File: config.mk
export PLATFORM = sky130hd
export DESIGN_NAME = pc_fetch_seq
export DESIGN_NICKNAME = d
export VERILOG_FILES = /design/src/rtl/pc_fetch_seq.sv
export SDC_FILE = /design/constraint.sdc
export NUM_CORES = 1
export LEC_CHECK = 0
export CORE_MARGIN = 5
export CORE_UTILIZATION = 55
export CTS_BUF_LIST = sky130_fd_sc_hd__clkbuf_16
export CTS_CLUSTER_SIZE = 10
export DETAILED_ROUTE_END_ITERATION = 10
export PLACE_DENSITY = 0.87
export SLEW_MARGIN = 20
export SYNTH_ARGS = -nofsm -noshare
export SYNTH_HDL_FRONTEND = slang
export SYNTH_SLANG_ARGS = --single-unit
File: constraint.sdc
create_clock -name Clk -period 3.5 [get_ports Clk]
set_input_delay 0.7 -clock Clk [delete_from_list [all_inputs] [get_ports Clk]]
set_output_delay 0.7 -clock Clk [all_outputs]
set_load 0.02 [all_outputs]
File: src/rtl/pc_fetch_seq.sv
// Fetch-stage program-counter sequencer: IDLE/RUN/HALTED control, same-cycle
// branch resolution through an external branch LUT, saturating retire counter.
module pc_fetch_seq #(
  parameter int unsigned          PC_W     = 10,
  parameter logic [PC_W-1:0]      PROG_END = PC_W'(10'h3FF),
  parameter int unsigned          CNT_W    = 16
) (
  input  logic             Clk,
  input  logic             Reset,
  input  logic             Start,
  input  logic             Stall,
  input  logic             Halt_req,
  input  logic             Branch_en,
  input  logic             Branch_uncond,
  input  logic             Branch_rel,
  input  logic             Flag,
  input  logic [4:0]       Target_idx,
  output logic [4:0]       Lut_index,
  input  logic [7:0]       Lut_value,
  output logic [PC_W-1:0]  Prog_ctr,
  output logic             Running,
  output logic             Done,
  output logic [CNT_W-1:0] Retired
);

  typedef enum logic [1:0] {
    IDLE   = 2'd0,
    RUN    = 2'd1,
    HALTED = 2'd2
  } state_t;

  state_t            state;
  logic              taken;
  logic [PC_W-1:0]   br_target;
  logic [CNT_W-1:0]  ret_inc;

  assign Lut_index = Target_idx;

  always_comb begin
    taken     = Branch_en & (Branch_uncond | Flag);
    // Relative offsets are two's-complement; the signed cast sign-extends.
    br_target = Branch_rel ? (Prog_ctr + PC_W'($signed(Lut_value)))
                           : PC_W'(Lut_value);
    ret_inc   = (Retired == '1) ? Retired : (Retired + CNT_W'(1));
  end

  always_ff @(posedge Clk or negedge Reset) begin
    if (!Reset) begin
      state    <= IDLE;
      Prog_ctr <= '0;
      Retired  <= '0;
      Running  <= 1'b0;
      Done     <= 1'b0;
    end else begin
      case (state)
        IDLE: begin
          Prog_ctr <= '0;
          if (Start) begin
            state   <= RUN;
            Running <= 1'b1;
          end
        end
        RUN: begin
          if (Halt_req) begin
            state   <= HALTED;
            Running <= 1'b0;
            Done    <= 1'b1;
            Retired <= ret_inc;
          end else if (!Stall) begin
            Retired <= ret_inc;
            if (taken) begin
              Prog_ctr <= br_target;
            end else if (Prog_ctr == PROG_END) begin
              state   <= HALTED;
              Running <= 1'b0;
              Done    <= 1'b1;
            end else begin
              Prog_ctr <= Prog_ctr + PC_W'(1);
            end
          end
        end
        HALTED: begin
          if (Start) begin
            state    <= RUN;
            Running  <= 1'b1;
            Done     <= 1'b0;
            Prog_ctr <= '0;
            Retired  <= '0;
          end
        end
        default: begin
          state    <= IDLE;
          Prog_ctr <= '0;
          Running  <= 1'b0;
          Done     <= 1'b0;
        end
      endcase
    end
  end

endmodule

==> results of run 1 <==
cells in the final DEF, fill, tap and decap left out, types with 2 or more instances in the layout:
| master | instances |
|---|---|
| or4_1 | 2 |
| xnor2_1 | 8 |
| clkdlybuf4s50_1 | 44 |
| o2111ai_1 | 2 |
| o21ai_0 | 30 |
| a31oi_1 | 4 |
| dfrtp_1 | 30 |
| and3_1 | 7 |
| nor4_1 | 4 |
| nor2b_1 | 2 |
| inv_1 | 10 |
| mux2_2 | 4 |
| ha_1 | 14 |
| nor4b_1 | 2 |
| or3_1 | 9 |
| nand2_1 | 20 |
| a21o_1 | 4 |
| buf_4 | 5 |
| nand4_1 | 8 |
| nand2b_1 | 3 |
| a21oi_1 | 15 |
| a211oi_1 | 3 |
| clkbuf_16 | 5 |
| nor3_1 | 11 |
| nor2_1 | 25 |
| mux2i_1 | 4 |
| nor3b_1 | 2 |
| and4_1 | 3 |
| nand3_1 | 12 |
| a311oi_1 | 3 |
| o21bai_1 | 2 |
state kept, by name (all words and copies together) (netlist names):
register / cells
Done: 1
Prog_ctr: 10
Retired: 16
Running: 1
state: 2
worst max-delay path, cell delays in order:
cell and delay (ps):
clkdlybuf4s50_1 450, ha_1 320, a211oi_1 240, nor2_1 130, o41ai_1 520, mux2_2 400, a31oi_1 150
cell families after synthesis:
| logic type | Yosys count |
|---|---|
| buf+inv | 24 |
| xor+xnor | 8 |
| fa+ha+maj | 15 |
| compound gates | 76 |
| mux | 8 |
| flops | 30 |
| simple gates | 122 |
how the worst max path moves through the flow:
| stage | from | end | slack (ps) | cells past startpoint |
|---|---|---|---|---|
| detailed placement | Lut_value[1] | Prog_ctr[7] | 490 | 7 |
| floorplan | Lut_value[1] | Prog_ctr[7] | 1190 | 6 |
| finish | Lut_value[1] | Prog_ctr[7] | 780 | 7 |
| CTS | Lut_value[1] | Prog_ctr[7] | 760 | 7 |
| global route | Lut_value[0] | Prog_ctr[4] | 630 | 9 |
| global placement | Lut_value[1] | Prog_ctr[7] | 560 | 7 |
synthesized netlist by cell type, drive strengths merged, types with 2 or more instances:
master	n
inv	10
nand2b	4
nand4	8
a211oi	3
o21ai	30
mux2i	4
dfrtp	30
mux2	4
xnor2	8
or4	2
and3	7
nor2	25
clkbuf	8
a21o	4
and4	3
buf	6
nor3b	2
a31oi	4
o21bai	2
a311oi	3
nand2	20
nor4	5
a21oi	15
or3	9
o2111ai	2
nor3	11
nor4b	3
nand3	13
nand3b	2
ha	14
nor2b	2
and2b	2
power groups by stage:
stage	Sequential, µW	Clock (µW)	Combinational, µW
final	535	389	869
after detailed placement	536	0	864
after global routing	548	412	959
after floorplan	594	0	515
after CTS	533	393	871
after global placement	532	0	837
per-layer routing:
layer  wire [µm]  vias up  GRT usage [%]  share of wire, %
met5           0        -              0                 0
met4         102        0          7.184               1.7
met3         436       10          5.673               7.2
met2        3002      102          38.50                49
met1        2530     1104          30.34                42
li1            -     1147              -                 -
cell type report:
| type | instances | area, µm² |
|---|---|---|
| Fill cell | 349 | 1286 |
| Sequential cell | 30 | 750.7 |
| Multi-Input combinational cell | 229 | 1518 |
| Clock buffer | 5 | 125.1 |
| Tap cell | 52 | 65.06 |
| Clock inverter | 1 | 3.754 |
| Timing Repair Buffer | 49 | 478.0 |
| Inverter | 10 | 37.54 |
stage by stage:
stage	util (%)	setup WS [ps]	cell area, µm²	total power (µW)	hold slack, ps
floorplan	-	1190	2380	1109	404.4
detailed placement	66.81	491.1	2849	1400	521.2
finish	69.84	782.1	2978	1794	516.4
global placement	66.81	560.4	2849	1369	514.2
global route	69.84	631.4	2978	1919	556.3
CTS	69.84	761.3	2978	1797	528.1
==> flow_metrics.py, run 1 <==
metrics = {
    "outcome": {
        "outcome": "completed",
    },
    "synth": {
        "yosys.area.top_type": "dfrtp_1",
        "ys_top_cells_by_area": "dfrtp_1, ha_1, o21ai_0, nor2_1, a21oi_1",
        "synth_seq_cells": 30,
        "synth_top_area_share_pct": 31.55,
        "syn_avg_cell_area_um2": 8.409,
        "syn_area_um2": 2380,
        "ys_seq_area_share_pct": 31.55,
        "synth_adder_area_share_pct": 8.202,
        "synth_mux_area_share_pct": 3.575,
        "synth_xor_area_share_pct": 2.944,
        "synth_compound_area_share_pct": 19.93,
        "synth_top_family_by_area": "simple AND/OR/NAND/NOR gates",
        "synth-simple-area-share_pct": 29.13,
        "ys_warn_count": 0,
        "async_flop_share_pct": 100.0,
        "synth_ff_type": "dfrtp_1",
        "syn_inst": 283,
        "synth_nets": 320,
        "synth_edf_count": 0,
        "synthDistinctLibCells": 58,
    },
    "clocking": {
        "cts_made_buffers": 5,
        "root_buffer": "clkbuf_16",
        "cts_setup_buffers": 0,
        "insertion_delay_ps": 270,
        "cts_tree": "built",
        "cts_num_sinks": 30,
        "cts_hold_buffers": 0,
        "path_clk_slew_ps": 50,
        "clk_path_buf_depth": 2,
        "cts_htree_levels": 2,
        "ctsResizeCount": 0,
    },
    "drt": {
        "drt_first_pass_iters": 5,
        "vias": 2363,
        "drcViolationCount": 0,
        "via_per_inst": 6.285,
        "wl_per_cell_um": 16.15,
        "drtIter0Drc": 158,
        "final_antenna_net_count": 0,
        "drt-total-wl_um": 6071,
    },
    "timing": {
        "worst_pin_slew_ps": 822.5,
        "relSlewSlack_pct": 45.17,
        "max_freq_mhz": 367.9,
        "clock_skew_ps": 5.963,
        "rsz0062_at_grt": "no",
        "final_hold_viol_count": 0,
        "timing.final.crit_period_ps": 2718,
        "finalSetupViolations": 0,
        "drv_slew": 0,
        "finalSetupTns_ps": 0,
        "post-route-period-util_pct": 77.66,
    },
    "power_and_ir_drop": {
        "power_leakage_uw": 0.001248,
        "switching_share_pct": 40.58,
        "switchingPower_uw": 728.0,
        "p_seq_share_pct": 29.8,
        "internal_power_uw": 1066,
        "p_per_area_nw_per_um2": 602.4,
        "comb_power_share_pct": 48.5,
        "peakVddDrop_v": 0.0002864,
        "clock_power_share_pct": 21.7,
    },
    "grt": {
        "grt_max_degree": 31,
        "grt_use_total_pct": 23.42,
        "grt-ovfl-total": 0,
        "antenna_found_initial": 0,
        "grt_pass1_vias": 2244,
        "grt_first_pass_wirelength_um": 10430,
    },
    "die": {
        "initial_core_util_pct": 55.81,
        "std_cell_rows": 24,
        "die_w_um": 75.78,
        "die_h_um": 75.78,
        "num_io_pins": 55,
        "die_area_um2": 5743,
        "core_area_um2": 4264,
    },
    "worst_setup_path": {
        "worstReg2RegStart": "Prog_ctr[0]",
        "end_kind": "flip-flop",
        "worst_ep_arrival_time_ps": 2910,
        "worstSetupPathType": "input port to flip-flop",
        "cp_max_fo": 3,
        "rrSetupSlack_ps": 1060,
        "critPathRequiredTime_ps": 3700,
        "worstSetupStartpointType": "input port",
        "ff2ff_path_depth": 6,
        "r2r_end": "Prog_ctr[6]",
    },
    "min_path": {
        "hold_path.class": "flip-flop to flip-flop",
        "holdPathEnd": "Running",
        "worstHoldStart": "Running",
        "holdPathStages": 2,
    },
    "job": {
        "drv_cap": 0,
    },
    "place": {
        "portBuffers": 44,
        "dp_cells": 370,
        "place_congestion": 0.8791,
        "dpl.hpwl_um": 4496,
    },
    "final_layout": {
        "area_growth_pct": 25.13,
        "drive_gt1_share_pct": 7.099,
        "stdcell_count": 376,
        "diodes": 0,
        "nets": 362,
    },
}
(Power assumes the default switching activity.)
==> run 2, diff against run 1 <==
--- a/config.mk
+++ b/config.mk
@@ -6,11 +6,11 @@
 export NUM_CORES = 1
 export LEC_CHECK = 0
 export CORE_MARGIN = 5
-export CORE_UTILIZATION = 55
+export CORE_UTILIZATION = 46
 export CTS_BUF_LIST = sky130_fd_sc_hd__clkbuf_16
 export CTS_CLUSTER_SIZE = 10
 export DETAILED_ROUTE_END_ITERATION = 10
-export PLACE_DENSITY = 0.87
+export PLACE_DENSITY = 0.77
 export SLEW_MARGIN = 20
 export SYNTH_ARGS = -nofsm -noshare
 export SYNTH_HDL_FRONTEND = slang
==> constraint.sdc (replaced) <==
create_clock -name Clk -period 2.4 [get_ports Clk]
set_input_delay 0.48 -clock Clk [delete_from_list [all_inputs] [get_ports Clk]]
set_output_delay 0.48 -clock Clk [all_outputs]
set_load 0.02 [all_outputs]
==> flow_metrics.py, run 2 (same netlist as run 1, synthesis figures left out) <==
metrics = {
    "timing": {
        "max_freq_mhz": 437.4,
        "post-route-period-util_pct": 95.26,
        "finalSetupViolations": 0,
        "relSlewSlack_pct": 68.48,
        "worst_pin_slew_ps": 467.8,
        "clock_skew_ps": 4.838,
        "rsz0062_at_grt": "no",
        "final_hold_viol_count": 0,
        "timing.final.crit_period_ps": 2286,
        "drv_slew": 0,
        "whs_ps": 529.7,
    },
    "drt": {
        "drt-total-wl_um": 6800,
        "drtIter0Drc": 154,
        "wl_per_cell_um": 15.89,
        "drcViolationCount": 0,
        "final_antenna_net_count": 0,
        "via_per_inst": 6.014,
        "drt_first_pass_iters": 5,
        "vias": 2574,
    },
    "die": {
        "std_cell_rows": 26,
        "die_w_um": 81.93,
        "initial_core_util_pct": 46.89,
        "core_area_um2": 5075,
        "die_area_um2": 6712,
        "num_io_pins": 55,
        "die_h_um": 81.93,
    },
    "worst_setup_path": {
        "rrSetupSlack_ps": 210,
        "crit_chain": "clkdlybuf4s50_1 > ha_2 > inv_1 > fa_1 > nor2b_4 > o21ai_0 > a2111oi_2 > a311oi_1 > o21ai_1",
        "end_kind": "flip-flop",
        "worstReg2RegStart": "state[0]",
        "worst_ep_arrival_time_ps": 2490,
        "r2r_end": "Retired[8]",
        "critPathRequiredTime_ps": 2610,
        "slowest_delay_ps": 480,
        "worstSetupStartpointType": "input port",
        "worstSetupPathType": "input port to flip-flop",
        "ff2ff_path_depth": 7,
        "cp_max_fo": 3,
        "slowest_stage": "clkdlybuf4s50_1",
    },
    "grt": {
        "use_met1_pct": 26.32,
        "busiest_layer": "met2",
        "grt_use_total_pct": 21.70,
        "grt_max_degree": 31,
        "grt_first_pass_wirelength_um": 11410,
        "grt-ovfl-total": 0,
        "groute.layer.met3.usage_pct": 5.482,
        "antenna_found_initial": 0,
        "use_met2_pct": 38.05,
        "grt_pass1_vias": 2492,
    },
    "job": {
        "drv_cap": 0,
    },
    "power_and_ir_drop": {
        "switching_share_pct": 37.26,
        "switchingPower_uw": 1151,
        "comb_power_share_pct": 48.7,
        "p_per_area_nw_per_um2": 922.3,
        "peakVddDrop_v": 0.0004825,
        "power_leakage_uw": 0.001463,
        "internal_power_uw": 1937,
        "clock_power_share_pct": 26.7,
        "p_seq_share_pct": 24.7,
    },
    "final_layout": {
        "fin_util_pct": 65.98,
        "final_common_cell": "clkdlybuf4s50_1",
        "drive_gt1_share_pct": 17.88,
        "reg_top3": "Retired x16, Prog_ctr x10, state x2",
        "area_growth_pct": 40.69,
        "largest-register": "Retired",
        "layout_common_cells": "clkdlybuf4s50_1, buf_4, dfrtp_1",
        "largest_reg_flops": 16,
        "nets": 394,
        "diodes": 0,
    },
    "clocking": {
        "clk_path_buf_depth": 2,
        "root_buffer": "clkbuf_16",
        "cts_tree": "built",
        "cts_hold_buffers": 0,
        "cts_made_buffers": 5,
        "insertion_delay_ps": 280,
        "path_clk_slew_ps": 50,
        "cts_htree_levels": 2,
        "cts_num_sinks": 30,
    },
    "place": {
        "place_congestion": 0.8661,
        "dpl.hpwl_um": 5003,
        "portBuffers": 44,
    },
    "min_path": {
        "holdPathEnd": "Running",
        "holdPathStages": 2,
        "hold_path.class": "flip-flop to flip-flop",
        "worstHoldStart": "Running",
    },
    "outcome": {
        "outcome": "completed",
    },
}
[run 2: worst max path at each step]
stage,startpoint,endpoint,slack (ps),cells past startpoint
5_1_grt,Lut_value[1],Prog_ctr[7],10,8
6_report,Lut_value[0],Prog_ctr[4],110,9
4_1_cts,Lut_value[1],Prog_ctr[7],50,8
2_1_floorplan,Prog_ctr[1],Prog_ctr[7],260,6
3_5_place_dp,Lut_value[1],Prog_ctr[7],-310,8
3_3_place_gp,Lut_value[1],Prog_ctr[7],-220,8
[run 2: final cells by class]
cell class              count  area [µm²]
clock buffers               5       125.1
clock inverters             3       63.81
fillers                   445        1727
inverters                  10       37.54
multi-input cells         229        1565
flip-flops and latches     30       750.7
well taps                  70       87.58
repair buffers             81       718.2
[run 2: routing by layer]
metal / wire, µm / vias up
met1: 2795 / 1266
met2: 3483 / 88
met3: 406 / 15
met5: 0 / -
met4: 114 / 0
li1: - / 1205
[run 2: power by group through the flow]
stage / Clock [µW] / Sequential (µW) / Combinational [µW]
2_1_floorplan: 0 / 866 / 751
3_3_place_gp: 0 / 759 / 1430
3_5_place_dp: 0 / 765 / 1470
4_1_cts: 831 / 760 / 1490
5_1_grt: 865 / 781 / 1660
6_report: 823 / 761 / 1500
[run 2: metrics by stage]
| step | power (µW) | setup slack [ps] | cells | TNS, ps | area [µm²] |
|---|---|---|---|---|---|
| CTS | 3081 | 46.01 | 428 | 0 | 3311 |
| finish | 3088 | 113.7 | 428 | 0 | 3348 |
| floorplan | 1617 | 256.2 | 283 | 0 | 2380 |
| global placement | 2194 | -221.0 | 420 | -925.2 | 3112 |
| detailed placement | 2235 | -314.4 | 420 | -1635 | 3112 |
| global route | 3302 | 12.86 | 428 | 0 | 3348 |
[run 2: timing repair]
item / in CTS / in global routing
resized for setup: 2 / 10
pin swaps: 0 / 1
buffers inserted: 0 / 0
endpoints found under the hold margin: 0 / 0
setup endpoints to repair: 2 / 8
[run 2: worst max-delay path: cells and delay by family]
kind                     cells  cell delay, ps
AND/OR/NAND/NOR              1             180
AO/OA/AOI/OAI                4             680
adder cells (fa/ha/maj)      2             620
buffers and inverters        2             540
==> run 3, diff against run 2 <==
--- a/config.mk
+++ b/config.mk
@@ -5,6 +5,7 @@
 export SDC_FILE = /design/constraint.sdc
 export NUM_CORES = 1
 export LEC_CHECK = 0
+export CORE_ASPECT_RATIO = 0.75
 export CORE_MARGIN = 5
 export CORE_UTILIZATION = 46
 export CTS_BUF_LIST = sky130_fd_sc_hd__clkbuf_16
==> flow_metrics.py, run 3 (same netlist as run 1, synthesis figures left out) <==
metrics = {
    "outcome": {
        "outcome": "completed",
    },
    "grt": {
        "grt-ovfl-total": 0,
        "grt_pass1_vias": 2245,
        "antenna_found_initial": 0,
        "grt_use_total_pct": 20.26,
        "grt_first_pass_wirelength_um": 10880,
        "grt_max_degree": 31,
    },
    "power_and_ir_drop": {
        "switchingPower_uw": 1132,
        "peakVddDrop_v": 0.0005690,
        "p_per_area_nw_per_um2": 904.4,
        "internal_power_uw": 1813,
        "p_seq_share_pct": 25.5,
        "clock_power_share_pct": 24.0,
        "switching_share_pct": 38.44,
        "power_leakage_uw": 0.001428,
        "power_uw": 2944,
        "comb_power_share_pct": 50.5,
    },
    "final_layout": {
        "largest-register": "Retired",
        "fin_util_pct": 65.71,
        "reg_top3": "Retired x16, Prog_ctr x10, state x2",
        "area_growth_pct": 36.80,
        "layout_common_cells": "clkdlybuf4s50_1, buf_4, dfrtp_1, o21ai_0, nor2_1",
        "largest_reg_flops": 16,
        "nets": 390,
        "diodes": 0,
        "final_common_cell": "clkdlybuf4s50_1",
        "drive_gt1_share_pct": 16.10,
    },
    "place": {
        "portBuffers": 44,
        "dpl.hpwl_um": 4890,
        "post-place-ws_ps": -210.8,
        "place_congestion": 0.8950,
    },
    "worst_setup_path": {
        "worstReg2RegStart": "state[0]",
        "worstSetupPathType": "input port to flip-flop",
        "critPathRequiredTime_ps": 2550,
        "endpoint": "Prog_ctr[8]",
        "rrSetupSlack_ps": 190,
        "r2r_end": "Retired[15]",
        "cp_max_fo": 3,
        "worst_ep_arrival_time_ps": 2450,
        "worstSetupStartpoint": "Lut_value[0]",
        "worstSetupStartpointType": "input port",
        "ff2ff_path_depth": 7,
        "end_kind": "flip-flop",
    },
    "clocking": {
        "insertion_delay_ps": 280,
        "clk_path_buf_depth": 2,
        "root_buffer": "clkbuf_16",
        "cts_tree": "built",
        "cts_htree_levels": 2,
        "cts_setup_buffers": 0,
        "cts_num_sinks": 30,
        "cts_made_buffers": 5,
        "path_clk_slew_ps": 50,
    },
    "drt": {
        "vias": 2442,
        "wl_per_cell_um": 15.68,
        "drt-total-wl_um": 6491,
        "drcViolationCount": 0,
        "via_per_inst": 5.899,
        "drtIter0Drc": 155,
        "final_antenna_net_count": 0,
        "drt_first_pass_iters": 5,
    },
    "die": {
        "die_w_um": 93.06,
        "num_io_pins": 55,
        "core_area_um2": 4955,
        "die_area_um2": 6727,
        "initial_core_util_pct": 48.03,
        "std_cell_rows": 22,
        "die_h_um": 72.29,
    },
    "timing": {
        "drv_slew": 0,
        "clock_skew_ps": 5.434,
        "final_hold_viol_count": 0,
        "worst_pin_slew_ps": 478.0,
        "finalSetupTns_ps": 0,
        "timing.final.crit_period_ps": 2299,
        "relSlewSlack_pct": 67.80,
        "post-route-period-util_pct": 95.79,
        "finalSetupViolations": 0,
        "max_freq_mhz": 435.0,
        "rsz0062_at_grt": "no",
        "worst_slack_ps": 101.1,
        "whs_ps": 531.0,
    },
    "job": {
        "drv_cap": 0,
    },
    "min_path": {
        "hold_path.class": "flip-flop to flip-flop",
    },
}
## run 3: cell types whose count changed in the layout (fill, tap and decap cells not counted), sizes merged
cell,delta
bufinv,-1
buf,-4
clkinv,+1
## run 3: routing by layer
metal / GRT usage, % / wire [µm]
met5: 0 / 0
met4: 5.203 / 58
met1: 29.69 / 3169
met3: 5.699 / 454
met2: 29.37 / 2808
## run 3: final cells by class
class | count | area, µm²
Clock inverter | 3 | 40.04
Tap cell | 60 | 75.07
Timing Repair Buffer | 77 | 688.2
Inverter | 10 | 37.54
Clock buffer | 5 | 125.1
Sequential cell | 30 | 750.7
Fill cell | 412 | 1699
Multi-Input combinational cell | 229 | 1539
## run 3: timing repair
item                       4_1_cts  5_1_grt
setup endpoints to repair        0        8
hold buffers                     0        0
gates resized for setup          0        4
## run 3: stage by stage
| stage | instance area (µm²) | std cells |
|---|---|---|
| 2_1_floorplan | 2380 | 283 |
| 3_3_place_gp | 3069 | 406 |
| 3_5_place_dp | 3069 | 406 |
| 4_1_cts | 3234 | 414 |
| 5_1_grt | 3256 | 414 |
| 6_report | 3256 | 414 |
## run 3: how the worst min path moves through the flow
stage	from	cells after the start	to
after floorplan	Reset	0	Done
after global placement	Running	2	Running
after detailed placement	Running	2	Running
after CTS	Running	2	Running
after global routing	Done	1	Done
final	Done	1	Done
## run 3: power groups by stage
| stage | clock [µW] | combinational (µW) | sequential, µW |
|---|---|---|---|
| floorplan | 0 | 751 | 866 |
| global placement | 0 | 1420 | 751 |
| detailed placement | 0 | 1460 | 756 |
| CTS | 719 | 1470 | 749 |
| global route | 746 | 1630 | 770 |
| finish | 706 | 1490 | 751 |
## run 3: worst max-delay path, stage by stage
cell	delay, ps
clkdlybuf4s50_1	480
ha_1	190
inv_1	60
fa_1	400
nor2b_2	160
o2111ai_1	200
a21oi_1	250
or3_1	150
nand3_1	70
